==> config.mk <==
export PLATFORM = sky130hd
export DESIGN_NAME = ram_arbiter
export DESIGN_NICKNAME = d
export VERILOG_FILES = /design/src/rtl/ram_arbiter_pkg.sv /design/src/rtl/ram_arb_pick.sv /design/src/rtl/ram_arbiter.sv
export SDC_FILE = /design/constraint.sdc
export NUM_CORES = 1
export LEC_CHECK = 0
export BUFFER_PORTS_ARGS = -buffer_cell sky130_fd_sc_hd__buf_2
export CORE_MARGIN = 2
export CORE_UTILIZATION = 42
export CTS_BUF_LIST = sky130_fd_sc_hd__clkbuf_4 sky130_fd_sc_hd__clkbuf_8
export DETAILED_ROUTE_END_ITERATION = 10
export PLACE_DENSITY = 0.78
export SYNTH_ARGS = -nofsm -noshare
export SYNTH_HDL_FRONTEND = slang
export SYNTH_SLANG_ARGS = --single-unit
export TNS_END_PERCENT = 10
==> constraint.sdc <==
create_clock -name clk -period 1.7 [get_ports clk]
set_clock_uncertainty 0.05 [all_clocks]
set_input_delay 0.17 -clock clk [delete_from_list [all_inputs] [get_ports clk]]
set_output_delay 0.17 -clock clk [all_outputs]
set_load 0.03 [all_outputs]
==> src/rtl/ram_arbiter_pkg.sv <==
// Shared state encoding, master indices and RAM bus widths for the data-RAM arbiter.
package ram_arbiter_pkg;

  typedef enum logic {
    ST_IDLE   = 1'b0,
    ST_ACCESS = 1'b1
  } state_t;

  localparam logic M0 = 1'b0;
  localparam logic M1 = 1'b1;

  localparam int RAM_ADDR_W    = 32;
  localparam int RAM_DATA_W    = 32;
  localparam int RAM_BE_W      = RAM_DATA_W / 8;
  localparam int DEF_MAX_BURST = 16;
  localparam int BURST_CNT_W   = 8;

endpackage

==> src/rtl/ram_arb_pick.sv <==
// Combinational one-hot pick between m0/m1: lock pins the RAM to m1, conflicts go
// round-robin when RAM_ARB_RR_EN is defined, otherwise m0 always wins. No state, no latency.
module ram_arb_pick
  import ram_arbiter_pkg::*;
(
  input  logic [1:0] i_req,
  input  logic       i_last_gnt,
  input  logic       i_lock,
  output logic [1:0] o_pick
);

`ifndef RAM_ARB_RR_EN
  logic w_unused_last_gnt;
  assign w_unused_last_gnt = i_last_gnt;
`endif

  always_comb begin
    o_pick = 2'b00;
    if (i_lock) begin
      o_pick[M1] = i_req[M1];
    end else if (i_req[M0] && i_req[M1]) begin
`ifdef RAM_ARB_RR_EN
      if (i_last_gnt == M0) o_pick[M1] = 1'b1;
      else                  o_pick[M0] = 1'b1;
`else
      o_pick[M0] = 1'b1;
`endif
    end else begin
      o_pick = i_req;
    end
  end

endmodule

==> src/rtl/ram_arbiter.sv <==
// Two-master sequencer for the single-port data RAM (RR conflicts under RAM_ARB_RR_EN).
// Grant in cycle N, RAM access N+1, done/rdata N+2; masters hold requests until gnt.
module ram_arbiter
  import ram_arbiter_pkg::*;
#(
  parameter int ADDR_W    = RAM_ADDR_W,
  parameter int DATA_W    = RAM_DATA_W,
  parameter int MAX_BURST = DEF_MAX_BURST
) (
  input  logic                clk,
  input  logic                rst_n,
  input  logic                m0_req_i,
  input  logic                m0_we_i,
  input  logic [ADDR_W-1:0]   m0_addr_i,
  input  logic [RAM_BE_W-1:0] m0_vldbyte_i,
  input  logic [DATA_W-1:0]   m0_wdata_i,
  output logic                m0_gnt_o,
  output logic                m0_done_o,
  output logic [DATA_W-1:0]   m0_rdata_o,
  input  logic                m1_req_i,
  input  logic                m1_we_i,
  input  logic [ADDR_W-1:0]   m1_addr_i,
  input  logic [RAM_BE_W-1:0] m1_vldbyte_i,
  input  logic [DATA_W-1:0]   m1_wdata_i,
  input  logic                m1_lock_i,
  output logic                m1_gnt_o,
  output logic                m1_done_o,
  output logic [DATA_W-1:0]   m1_rdata_o,
  output logic                ram_ce_o,
  output logic                ram_we_o,
  output logic [ADDR_W-1:0]   ram_addr_o,
  output logic [RAM_BE_W-1:0] ram_vldbyte_o,
  output logic [DATA_W-1:0]   ram_wdata_o,
  input  logic [DATA_W-1:0]   ram_rdata_i
);

  localparam logic [BURST_CNT_W-1:0] LP_MAX_BURST = BURST_CNT_W'(MAX_BURST);

  state_t                 r_state;
  logic                   r_owner;
  logic                   r_last_gnt;
  logic                   r_lock;
  logic [BURST_CNT_W-1:0] r_burst_cnt;
  logic                   r_we;
  logic [ADDR_W-1:0]      r_addr;
  logic [RAM_BE_W-1:0]    r_vldbyte;
  logic [DATA_W-1:0]      r_wdata;
  logic                   r_m0_done;
  logic                   r_m1_done;
  logic [DATA_W-1:0]      r_m0_rdata;
  logic [DATA_W-1:0]      r_m1_rdata;

  logic [1:0]             w_pick;
  logic [1:0]             w_gnt;
  logic                   w_sel;
  logic [BURST_CNT_W-1:0] w_burst_nxt;

  ram_arb_pick u_pick (
    .i_req      ({m1_req_i, m0_req_i}),
    .i_last_gnt (r_last_gnt),
    .i_lock     (r_lock),
    .o_pick     (w_pick)
  );

  assign w_gnt       = (r_state == ST_IDLE) ? w_pick : 2'b00;
  assign w_sel       = w_gnt[M1];
  assign w_burst_nxt = r_burst_cnt + BURST_CNT_W'(1);

  assign m0_gnt_o      = w_gnt[M0];
  assign m1_gnt_o      = w_gnt[M1];
  assign m0_done_o     = r_m0_done;
  assign m1_done_o     = r_m1_done;
  assign m0_rdata_o    = r_m0_rdata;
  assign m1_rdata_o    = r_m1_rdata;
  // ce/we decode straight from state so an async reset drops them mid-access.
  assign ram_ce_o      = (r_state == ST_ACCESS);
  assign ram_we_o      = (r_state == ST_ACCESS) && r_we;
  assign ram_addr_o    = r_addr;
  assign ram_vldbyte_o = r_vldbyte;
  assign ram_wdata_o   = r_wdata;

  always_ff @(posedge clk or negedge rst_n) begin
    if (!rst_n) begin
      r_state     <= ST_IDLE;
      r_owner     <= M0;
      r_last_gnt  <= M1;
      r_lock      <= 1'b0;
      r_burst_cnt <= '0;
      r_we        <= 1'b0;
      r_addr      <= '0;
      r_vldbyte   <= '0;
      r_wdata     <= '0;
      r_m0_done   <= 1'b0;
      r_m1_done   <= 1'b0;
      r_m0_rdata  <= '0;
      r_m1_rdata  <= '0;
    end else begin
      r_m0_done <= 1'b0;
      r_m1_done <= 1'b0;
      case (r_state)
        ST_IDLE: begin
          if (|w_gnt) begin
            r_state    <= ST_ACCESS;
            r_owner    <= w_sel;
            r_last_gnt <= w_sel;
            r_we       <= w_sel ? m1_we_i      : m0_we_i;
            r_addr     <= w_sel ? m1_addr_i    : m0_addr_i;
            r_vldbyte  <= w_sel ? m1_vldbyte_i : m0_vldbyte_i;
            r_wdata    <= w_sel ? m1_wdata_i   : m0_wdata_i;
            if (w_sel == M1) begin
              // A burst ends when m1 drops lock or hits the length cap.
              if (!m1_lock_i || (w_burst_nxt == LP_MAX_BURST)) begin
                r_lock      <= 1'b0;
                r_burst_cnt <= '0;
              end else begin
                r_lock      <= 1'b1;
                r_burst_cnt <= w_burst_nxt;
              end
            end
          end
        end
        ST_ACCESS: begin
          r_state <= ST_IDLE;
          if (r_owner == M0) begin
            r_m0_done <= 1'b1;
            if (!r_we) r_m0_rdata <= ram_rdata_i;
          end else begin
            r_m1_done <= 1'b1;
            if (!r_we) r_m1_rdata <= ram_rdata_i;
          end
        end
        default: r_state <= ST_IDLE;
      endcase
    end
  end

endmodule

==> impl_metrics.tcl <==
set metrics [dict create \
    cp_num_cells 6 \
    overflow 0 \
    via_count_of_the_first_global_routing_pass 6649 \
    dr_wl_met2_mm 11.3 \
    rsz0062_at_grt "true" \
    timing_max_transition_violations_final 0 \
    weighted_congestion_reported_at_the_end_of_routability_driven_placement 0.833 \
    die_width_um 124 \
    p_leak_uw 0.00523 \
    max_slew.worst_pin.slew_ns 0.460 \
    initial_utilization_pct 43.3 \
    die_area_mm2 0.0154 \
    nets 1131 \
    vdd_drop_max_mv 1.29 \
    timing.reg2reg.worst_path_depth 6 \
    worstPathMaxFanout 4 \
    fin_area_mm2 0.0103 \
    rows 43 \
    core_area_mm2 0.0140 \
    timing.final.crit_period_ns 1.74 \
    port_buffers 312 \
    pwrdens_mw_per_mm2 1720 \
    maximum_clock_path_buffer_count 2 \
    seq_area_frac_synth_pct 60.3 \
    clkSlewWorstSetupHoldPaths_ns 0.08 \
    crit_path_max_incr_delay_ns 0.43 \
    hold_ws_ns 0.182 \
    met3WireLength_mm 2.06 \
    i_o_pin_cnt 313 \
    layout-drive-gt1-share_pct 41.0 \
    areaGrowthSynthToFinish_pct 69.4 \
    end_kind "register" \
    place_area_mm2 0.00800 \
    wl_met1_mm 8.44 \
    outcome "complete, but fails checks" \
    post-route-worst-setup-slack_ns -0.0354 \
    h-tree-depth 4 \
    worst_min_path_class "primary input to register" \
    fmaxAchievable_mhz 576 \
    multi_input_area_mm2 0.00230 \
    worstPathCellList "and4_4 > buf_4 > nand4_1 > a221o_1 > o21bai_4 > o311ai_1" \
    post-route-util_pct 73.3 \
    yosys_warnings 0 \
    worst_setup_path_start_kind "register" \
    cts_root_buffer "sky130_fd_sc_hd__clkbuf_8" \
    totalNegativeSetupSlack_ns -0.0565 \
    critical_path.n_buffers_inverters 1 \
    asyncSetResetFlopFracSynth_pct 100 \
    final.fill_count 858 \
    yosysUniqueCellTypes 36 \
    critical_path.slowest_cell "sky130_fd_sc_hd__dfrtp_1" \
    postSynthRegisterBits 146 \
    final_wirelength_mm 22.8 \
    post_synth_instance_area_mm2 0.00605 \
    clock_insertion_delay_worst_skew_ns 0.43 \
    synth_edf_count 0 \
    highest_metal_layer_with_signal_wires "met4" \
    violations "negative setup slack" \
    detailed_place_hpwl_mm 12.9 \
    ant_nets 0 \
    wl_per_cell_um 19.9 \
    grt_antenna_before_repair 1 \
    syn-mean-instance-area_um2 13.4 \
    grtUsageTotal_pct 29.4 \
    drtIter0Drc 320 \
    min_path_cells 4 \
    timing.final.crit_share_pct 102 \
    setup-violations-final 2 \
    setup.worst_path.class "register to register" \
    arrival_time_of_the_worst_setup_path_ns 1.99 \
    synthesized_net_count 630 \
    number_of_standard_cells_after_synthesis 453 \
    critical_path_required_ns 1.95 \
    tritoncts "yes" \
    vias_per_cell 5.54 \
    clk_sinks 146 \
    vias 6340 \
    floorplan.die.height_um 124 \
    cts-buffers-inserted 17 \
    grt_first_pass_wirelength_mm 34.4 \
    final-seq-area_mm2 0.00365 \
    path_delay_family "compound AO/OA/AOI/OAI gates" \
    post-route-drc-count 0 \
    hold_viol 0 \
    largest_net_degree_at_the_start_of_global_routing 50 \
    relSlewSlack_pct 69.3 \
    ys.flop_type "sky130_fd_sc_hd__dfrtp_1" \
    drtPass1Iterations 4 \
    timing.max_cap.violations 0 \
]
-- cells by family (layout without fill, tap and decap cells) --
logic type,Yosys count,count (layout),share of synthesized area (%)
other,0,1,0
muxes,64,64,11.9
AOI/OAI and AO/OA,92,92,13.9
DFF,146,146,60.3
buffers and inverters,42,553,2.75
adders and majority gates,2,2,0.413
xor gates and xnor gates,1,1,0.145
and+or+nand+nor,106,106,10.6
-- sequential cells by signal, summed over array words and instances (netlist names) --
| signal | cells |
|---|---|
| r_burst_cnt | 8 |
| r_owner | 1 |
| r_we | 1 |
| ram_ce_o | 1 |
| m0_rdata_o | 32 |
| ram_addr_o | 32 |
| ram_vldbyte_o | 4 |
| m1_done_o | 1 |
| ram_wdata_o | 32 |
| m0_done_o | 1 |
| m1_rdata_o | 32 |
| r_lock | 1 |
-- placed cells by master (no fill, tap or decap), drive strengths merged, types with 2 or more instances in the layout --
cell type,count
mux2,64
inv,6
nand3,2
buf,344
dfrtp,146
nor2b,2
o21ai,9
nand2,11
a21o,2
ha,2
bufbuf,2
a221o,70
clkbuf,22
clkinv,6
o31ai,2
and2,3
nand2b,4
a21oi,4
or2,2
and3,70
nor2,4
dlygate4sd3,172
nand4,3
-- report_power, final --
part | internal, uW | switching, uW | total, uW
Clock | 1200 | 1220 | 2420
Combinational | 3400 | 5750 | 9150
Sequential | 5080 | 958 | 6040
Total | 9690 | 7920 | 17600
-- final timing paths --
check | startpoint | to | slack (ns)
setup / recovery | r_burst_cnt[1]$_DFFE_PN0P_ | r_burst_cnt[4]$_DFFE_PN0P_ | -0.04
hold / removal | m1_req_i | r_lock$_DFFE_PN0P_ | 0.18
setup reg to reg | r_burst_cnt[1]$_DFFE_PN0P_ | r_burst_cnt[4]$_DFFE_PN0P_ | -0.04
hold reg to reg | m0_rdata_o[24]$_DFFE_PN0P_ | m0_rdata_o[24]$_DFFE_PN0P_ | 0.44
max in group asynchronous | rst_n | m1_rdata_o[12]$_DFFE_PN0P_ | 0.80
min in group asynchronous | rst_n | m1_done_o$_DFF_PN0_ | 0.20
-- per-layer routing --
layer	GRT usage (%)	up-vias
met5	0	-
met4	14.9	0
met3	6.82	89
met2	50.1	464
met1	34.8	3054
li1	-	2733
-- synthesized netlist by cell type, types with 3 or more instances --
master	number	share of area, %
sky130_fd_sc_hd__dfrtp_1	146	60
sky130_fd_sc_hd__a221o_1	70	12
sky130_fd_sc_hd__and3_1	70	7.2
sky130_fd_sc_hd__mux2_1	59	11
sky130_fd_sc_hd__clkbuf_1	26	1.6
sky130_fd_sc_hd__nand2_1	10	0.62
sky130_fd_sc_hd__buf_2	7	0.58
sky130_fd_sc_hd__o21ai_1	6	0.50
sky130_fd_sc_hd__mux2_2	5	0.93
sky130_fd_sc_hd__a21oi_1	4	0.33
sky130_fd_sc_hd__inv_1	4	0.25
sky130_fd_sc_hd__nand2b_1	4	0.41
sky130_fd_sc_hd__nor2_1	4	0.25
sky130_fd_sc_hd__and2_1	3	0.31
sky130_fd_sc_hd__buf_1	3	0.19
sky130_fd_sc_hd__nand4_1	3	0.31
sky130_fd_sc_hd__o21ai_0	3	0.25
-- tightest hold or removal path, stage by stage --
cell,delay [ns]
sky130_fd_sc_hd__buf_2,0.10
sky130_fd_sc_hd__nor2b_4,0.17
sky130_fd_sc_hd__buf_4,0.13
sky130_fd_sc_hd__o21ai_1,0.05
-- cell type report --
cell class	count	area share, %
clock buffer	22	2.65
antenna	1	0.0244
multi-input combinational	265	22.4
clock inverter	7	0.622
inverter	6	0.317
tap	180	2.20
timing repair buffer	518	36.1
sequential	146	35.6
-- through the flow --
stage	cells	setup WS [ns]	power, uW
final	1145	-0.0354	17600
after global routing	1145	-0.0673	18500
after CTS	1143	-0.00382	17400
after detailed placement	936	-0.0155	14500
after global placement	936	0.0341	14200
after floorplan	453	0.0133	11500
-- timing repair --
item | 4_1_cts | 5_1_grt
endpoints found under the hold margin | 201 | 0
gates resized for setup | 15 | 8
hold buffers | 172 | 0
cloned | 2 | 0
setup endpoints to repair | 15 | 9
setup buffers | 4 | 1
pin swaps | 4 | 5
Power figures use the tool's default switching activity.
